File: src/rtl/gpr_wb_sched.sv
// gpr_wb_sched: scoreboard and write-back scheduler for the 16-entry GPR file.
//
// Ports:
//   clk, rst                 clock, synchronous active-high reset
//   issue_valid/issue_rd     decode issuing an instruction that writes issue_rd
//   issue_ready              destination not busy; the issue is accepted
//   rs1/rs2, rs1_busy/rs2_busy  operand hazard lookup (combinational)
//   wb_valid/wb_rd/wb_data   three write-back requesters (0 ALU, 1 LSU, 2 CSR/debug)
//   wb_ready                 one-hot round-robin grant (completed handshake)
//   gpr_we/gpr_rd/gpr_wdata  registered register-file write port
//
// Register indices use bits [3:0]. Bit 4 is carried to gpr_rd but not decoded.
module gpr_wb_sched #(
  parameter int NUM_REGS = 16,
  parameter int XLEN     = 32
) (
  input  logic                 clk,
  input  logic                 rst,
  input  logic                 issue_valid,
  input  logic [4:0]           issue_rd,
  output logic                 issue_ready,
  input  logic [4:0]           rs1,
  input  logic [4:0]           rs2,
  output logic                 rs1_busy,
  output logic                 rs2_busy,
  input  logic [2:0]           wb_valid,
  input  logic [2:0][4:0]      wb_rd,
  input  logic [2:0][XLEN-1:0] wb_data,
  output logic [2:0]           wb_ready,
  output logic                 gpr_we,
  output logic [4:0]           gpr_rd,
  output logic [XLEN-1:0]      gpr_wdata
);

  logic [NUM_REGS-1:0] busy_q, busy_d;
  logic [1:0]          last_q, last_d;
  logic                gpr_we_q, gpr_we_d;
  logic [4:0]          gpr_rd_q, gpr_rd_d;
  logic [XLEN-1:0]     gpr_wdata_q, gpr_wdata_d;

  logic       gnt_any;
  logic [1:0] gnt_idx;
  logic       issue_fire;

  // Bit 4 of the read/issue indices and of the registered rd is not decoded.
  logic unused_idx_bits;
  assign unused_idx_bits = ^{issue_rd[4], rs1[4], rs2[4], gpr_rd_q[4]};

  assign rs1_busy    = busy_q[rs1[3:0]];
  assign rs2_busy    = busy_q[rs2[3:0]];
  // Held low during reset so decode cannot issue into a scoreboard being cleared.
  assign issue_ready = !rst && !busy_q[issue_rd[3:0]];
  assign issue_fire  = issue_valid && issue_ready && (issue_rd[3:0] != 4'd0);

  // Round-robin: search starts at last+1 (mod 3); first valid requester wins.
  always_comb begin
    int s;
    gnt_any  = 1'b0;
    gnt_idx  = 2'd0;
    wb_ready = 3'b000;
    s        = 0;
    if (!rst) begin
      for (int k = 0; k < 3; k++) begin
        s = (int'(last_q) + 1 + k) % 3;
        if (!gnt_any && wb_valid[s]) begin
          gnt_any = 1'b1;
          gnt_idx = 2'(s);
        end
      end
      if (gnt_any) wb_ready[gnt_idx] = 1'b1;
    end
  end

  always_comb begin
    busy_d      = busy_q;
    last_d      = last_q;
    gpr_we_d    = 1'b0;
    gpr_rd_d    = gpr_rd_q;
    gpr_wdata_d = gpr_wdata_q;

    // Clear lands on the same edge the register file captures the data, so a
    // consumer sees busy drop exactly when the new value becomes readable.
    if (gpr_we_q) busy_d[gpr_rd_q[3:0]] = 1'b0;
    // Same-register set/clear cannot coincide: issue_ready is low while busy.
    if (issue_fire) busy_d[issue_rd[3:0]] = 1'b1;
    busy_d[0] = 1'b0;

    if (gnt_any) begin
      last_d      = gnt_idx;
      gpr_rd_d    = wb_rd[gnt_idx];
      gpr_wdata_d = wb_data[gnt_idx];
      // A grant to x0 is consumed but never written.
      gpr_we_d    = (wb_rd[gnt_idx][3:0] != 4'd0);
    end
  end

  always_ff @(posedge clk) begin
    if (rst) begin
      busy_q      <= '0;
      last_q      <= 2'd2;
      gpr_we_q    <= 1'b0;
      gpr_rd_q    <= '0;
      gpr_wdata_q <= '0;
    end else begin
      busy_q      <= busy_d;
      last_q      <= last_d;
      gpr_we_q    <= gpr_we_d;
      gpr_rd_q    <= gpr_rd_d;
      gpr_wdata_q <= gpr_wdata_d;
    end
  end

  assign gpr_we    = gpr_we_q;
  assign gpr_rd    = gpr_rd_q;
  assign gpr_wdata = gpr_wdata_q;

endmodule

File: config.mk
export PLATFORM = sky130hd
export DESIGN_NAME = gpr_wb_sched
export DESIGN_NICKNAME = d
export VERILOG_FILES = /design/src/rtl/gpr_wb_sched.sv
export SDC_FILE = /design/constraint.sdc
export NUM_CORES = 1
export LEC_CHECK = 0
export CAP_MARGIN = 0
export CORE_MARGIN = 2
export CORE_UTILIZATION = 43
export DETAILED_ROUTE_END_ITERATION = 8
export PLACE_DENSITY = 0.92
export SETUP_SLACK_MARGIN = 0.05
export SYNTH_ARGS = -nofsm -noshare
export SYNTH_HDL_FRONTEND = slang
export SYNTH_SLANG_ARGS = --single-unit
File: constraint.sdc
create_clock -name clk -period 4 [get_ports clk]
set_clock_uncertainty 0.1 [all_clocks]
set_input_delay 0.6 -clock clk [delete_from_list [all_inputs] [get_ports clk]]
set_output_delay 0.6 -clock clk [all_outputs]
set_load 0.01 [all_outputs]
==> impl_metrics.toml, run 1 <==
[run_status]
status = "completed"

[clocking]
post_cts.resized_instances = 0
cts_setup_buffers = 0
clkTransAtPathRegs_ns = 0.10
cts_tree = "done"
cts_max_path_buffers = 2
cts_made_buffers = 5
cts_max_level = 2
cts_sinks = 55
cts_root_buf = "clkbuf_8"
ctsHoldBuffers = 0
clk_latency_ns = 0.30

[floorplan]
die_x_um = 91.9
rows = 32
core-area_um2 = 7610
die_area_um2 = 8450
chipHeight_um = 91.9
io_pins = 176
start_util = 0.437

[routing]
m1WireLength_mm = 3.90
antenna_left = 0
drt_wl_total_mm = 11.1
drc_errors = 0
avgRoutedWirePerCell_um = 18.6
drt_iter0_drc = 209
topRoutingLayerUsed = "met4"
routed_via_density = 5.84
first_pass_iters = 6
via_count = 3486
dr_wl_met2_mm = 5.88
wl_met3_mm = 1.11

[global_route]
grt_remaining_overflow = 0
track_usage = 0.259
grt_max_degree = 57
grt_pass1_vias = 3609
grt_pass1_wl_mm = 17.6
antenna_found_initial = 0

[layout]
nFillCells = 570
nets = 630
layout_commonest_cell = "clkdlybuf4s50_1"
n_antenna_cell = 0
drive_above_1_share = 0.135
final_cell_mix = "clkdlybuf4s50_1, dfxtp_1, nor2_1, a222oi_1, mux2_4"
area_delta_synth_final_pct = 56.3

[synthesis]
synth_nets = 470
avgSynthCellArea_um2 = 9.95
ys_types = 52
netlist_instances = 334
synth_edf_count = 0
ys_warn_count = 0
seq_area_frac_synth = 0.331
async_flop_share = 0
synth_ff_type = "dfxtp_1"
syn-cell-area_um2 = 3320
ys_ff_latch = 55

[sta]
rsz0062_at_grt = "no"
fin_hold_ws_ns = 0.416
final.setup.tns_ns = 0
period_minus_slack_ns = 3.74
fmax_mhz = 267
fin_crit_sh = 0.936
hold_violations = 0
final-max-slew-violation-count = 0
slew_headroom = 0.614
setup_violations = 0
tightest_slew_ns = 0.578

[pwr]
combPwrFrac = 0.627
p_sw_frac = 0.398
power_frac_clock = 0.106
power.density_nw_per_um2 = 601
leakage_uw = 0.00193
p_switching_uw = 1240
power_uw = 3120
power_frac_seq = 0.267
power.internal_uw = 1880
ir_drop_mv = 0.366

[worst_setup_path]
cp.arrival_ns = 3.04
startpoint_type = "flip-flop"
reg2reg_slack_ns = 1.02
worstSetupPathType = "flip-flop to primary output"
cp_max_fo = 26
cp.required_ns = 3.30
cp-end-kind = "primary output"

[place]
gp_congestion = 0.884
port_buffers = 172
dp_hpwl_mm = 8.59

[run]
max-cap-violations = 0

[worst_hold_path]
hold_class = "flip-flop to flip-flop"
==> worst paths after layout <==
check / startpoint / endpoint / cells past startpoint
worst max register to register: last_q[0]$_SDFFE_PP0P_ / gpr_wdata[8]$_SDFFE_PP0P_ / 10
worst min-delay path: last_q[0]$_SDFFE_PP0P_ / last_q[0]$_SDFFE_PP0P_ / 2
worst max-delay path: last_q[0]$_SDFFE_PP0P_ / wb_ready[0] / 9
worst min register to register: last_q[0]$_SDFFE_PP0P_ / last_q[0]$_SDFFE_PP0P_ / 2
==> routing by layer <==
metal | vias to the layer above | track usage
met5 | - | 0
li1 | 1634 | -
met3 | 18 | 0.0920
met1 | 1658 | 0.286
met4 | 0 | 0.0759
met2 | 176 | 0.468
==> registers in the layout, indices dropped and copies added, names as in the netlist <==
name	cells
gpr_rd	5
last_q	2
busy_q	15
gpr_wdata	32
gpr_we	1
==> synth_stat cells (all sizes together), types with 4 or more instances <==
| master | number | area, um2 |
|---|---|---|
| a211oi | 7 | 67.6 |
| a21oi | 7 | 35.0 |
| a221o | 10 | 100 |
| a222oi | 23 | 230 |
| a22o | 4 | 35.0 |
| a22oi | 14 | 105 |
| buf | 14 | 104 |
| clkbuf | 15 | 56.3 |
| dfxtp | 55 | 1100 |
| ha | 4 | 50.1 |
| inv | 5 | 18.8 |
| mux2 | 26 | 360 |
| mux4 | 11 | 248 |
| nand2 | 11 | 51.3 |
| nand2b | 5 | 38.8 |
| nand3 | 7 | 35.0 |
| nand3b | 6 | 45.0 |
| nor2 | 41 | 154 |
| nor2b | 13 | 83.8 |
| o211ai | 10 | 75.1 |
| o21ai | 14 | 70.1 |
==> cells by family (layout without fill, tap and decap cells) <==
| group | count (synthesis) | count (layout) | synth area share |
|---|---|---|---|
| AO/OA/AOI/OAI | 105 | 105 | 0.257 |
| adder cells (fa/ha/maj) | 4 | 4 | 0.0151 |
| buffers and inverters | 34 | 195 | 0.0538 |
| flip-flops | 55 | 55 | 0.331 |
| multiplexers | 38 | 38 | 0.186 |
| AND/OR/NAND/NOR | 98 | 98 | 0.157 |
==> per-stage QoR <==
stage	util	std cells	setup slack [ns]	cell area [um2]
6_report	0.683	597	0.257	5190
5_1_grt	0.683	597	0.133	5190
4_1_cts	0.683	597	0.311	5190
3_5_place_dp	0.670	589	0.352	5090
3_3_place_gp	0.670	589	0.355	5090
2_1_floorplan	-	334	1.13	3320
==> critical path, stage by stage, from the launching register on <==
cell,delay (ns)
dfxtp_1,0.40
inv_1,0.09
ha_1,0.49
nor2b_1,0.14
o2bb2ai_1,0.20
o22ai_2,0.17
nand2_4,0.09
buf_4,0.38
and2_1,0.22
clkdlybuf4s50_1,0.55
==> layout make-up <==
class	instances	area, um2	share of cell area
multi-input cells	245	2050	0.396
inverters	5	18.8	0.00361
well taps	102	128	0.0246
flip-flops and latches	55	1100	0.212
repair buffers	182	1790	0.345
clock inverters	2	16.3	0.00313
clock buffers	6	82.6	0.0159
==> power by group through the flow <==
| stage | combinational, uW | clock, uW | sequential, uW |
|---|---|---|---|
| detailed placement | 1940 | 0 | 841 |
| global route | 2090 | 361 | 855 |
| global placement | 1880 | 0 | 832 |
| floorplan | 1230 | 0 | 873 |
| CTS | 1950 | 334 | 831 |
| finish | 1960 | 329 | 833 |
No activity file was read; power rests on OpenSTA's default activity.
==> run 2, diff against run 1 <==
--- a/config.mk
+++ b/config.mk
@@ -9,7 +9,7 @@
 export CORE_MARGIN = 2
 export CORE_UTILIZATION = 43
 export DETAILED_ROUTE_END_ITERATION = 8
-export PLACE_DENSITY = 0.92
+export PLACE_DENSITY = 0.84
 export SETUP_SLACK_MARGIN = 0.05
 export SYNTH_ARGS = -nofsm -noshare
 export SYNTH_HDL_FRONTEND = slang
==> run 2 against run 1 <==
Maximum frequency up 3.6%. Hold slack got worse by 0.011 ns. Critical path depth is 3 lower. Cell count up 0.17%. Flip-flop and latch count stayed put. Via count increased by 0.29%. Die area did not move. Core utilization barely moved. Sequential share of layout area is essentially flat. Critical path type is now input pin to primary output. Largest cell class unchanged.
==> impl_metrics.toml, run 2 (synthesis gave the netlist of run 1 again) <==
[run_status]
status = "completed"

[worst_setup_path]
cp.required_ns = 3.30
cp-end-kind = "primary output"
worstSetupPathType = "input pin to primary output"
rr_worst_depth = 10
crit_start = "issue_rd[0]"
r2r-start = "last_q[0]$_SDFFE_PP0P_"
cp_max_fo = 5
cp.arrival_ns = 2.91
startpoint_type = "input pin"

[sta]
fin_hold_ws_ns = 0.405
hold_violations = 0
rsz0062_at_grt = "no"
final.setup.tns_ns = 0
setup_violations = 0
tightest_slew_ns = 0.571
slew_headroom = 0.619
fmax_mhz = 277
fin_crit_sh = 0.903
period_minus_slack_ns = 3.61
final-max-slew-violation-count = 0

[floorplan]
io_pins = 176
die_area_um2 = 8450
core-area_um2 = 7610
start_util = 0.437
chipHeight_um = 91.9
die_x_um = 91.9
rows = 32

[layout]
final_cell_mix = "clkdlybuf4s50_1, dfxtp_1, nor2_1, a222oi_1, mux2_4"
largest_register_ffs = 32
n_antenna_cell = 0
drive_above_1_share = 0.137
nets = 631
layout_commonest_cell = "clkdlybuf4s50_1"
area_delta_synth_final_pct = 56.3

[clocking]
post_cts.resized_instances = 0
cts_max_path_buffers = 2
cts_root_buf = "clkbuf_8"
cts_tree = "done"
cts_max_level = 2
cts_made_buffers = 5
ctsHoldBuffers = 0
cts_setup_buffers = 0
clkTransAtPathRegs_ns = 0.10
clk_latency_ns = 0.31
cts_sinks = 55

[routing]
via_count = 3496
antenna_left = 0
avgRoutedWirePerCell_um = 18.3
routed_via_density = 5.85
drc_errors = 0
drt_wl_total_mm = 11.0
first_pass_iters = 7
drt_iter0_drc = 194

[run]
max-cap-violations = 0

[global_route]
grt_pass1_wl_mm = 17.3
antenna_found_initial = 0
grt_remaining_overflow = 0
grt_pass1_vias = 3544
grt_max_degree = 57
track_usage = 0.257

[worst_hold_path]
holdPathStages = 2
hold_class = "flip-flop to flip-flop"
worstHoldStart = "last_q[0]$_SDFFE_PP0P_"

[place]
port_buffers = 172
dp_hpwl_mm = 8.58
gp_congestion = 0.850

[pwr]
ir_drop_mv = 0.405
leakage_uw = 0.00193
power.density_nw_per_um2 = 598
[run 2: power by group]
group | internal (uW) | switching, uW | total [uW] | leakage (uW)
clock | 126 | 198 | 324 | 0.0000408
sequential | 709 | 123 | 832 | 0.000451
combinational | 1030 | 916 | 1950 | 0.00144
total | 1870 | 1240 | 3110 | 0.00193
[run 2: final timing paths]
kind / endpoint / slack (ns)
max: issue_ready / 0.39
min: last_q[0]$_SDFFE_PP0P_ / 0.40
max reg2reg: gpr_wdata[5]$_SDFFE_PP0P_ / 1.06
min reg2reg: last_q[0]$_SDFFE_PP0P_ / 0.40
[run 2: routing by layer]
layer | global-route usage | part of all wire | wire length (um)
met2 | 0.474 | 0.54 | 5890
met3 | 0.0871 | 0.090 | 986
met5 | 0 | 0 | 0
met4 | 0.0746 | 0.021 | 233
met1 | 0.278 | 0.35 | 3850
[run 2: cell type report]
| class | count | area, um2 |
|---|---|---|
| clock buffer | 5 | 68.8 |
| fill | 584 | 2410 |
| tap | 102 | 128 |
| multi-input combinational | 245 | 2050 |
| sequential | 55 | 1100 |
| clock inverter | 3 | 23.8 |
| inverter | 5 | 18.8 |
| timing repair buffer | 183 | 1800 |
[run 2: metrics by stage]
stage                     total power, uW  setup WS, ns  cell area (um2)   util  std cells
final                                3110         0.387             5190  0.683        598
after global routing                 3310         0.304             5190  0.683        598
after CTS                            3120         0.376             5190  0.683        598
after detailed placement             2800         0.385             5100  0.671        590
after global placement               2760         0.377             5100  0.671        590
after floorplan                      2100          1.13             3320      -        334
[run 2: worst max-delay path, cell delays in order]
cell,delay (ns)
clkdlybuf4s50_1,0.63
mux4_2,0.54
a211o_1,0.38
a21o_1,0.20
inv_1,0.04
clkdlybuf4s50_1,0.52
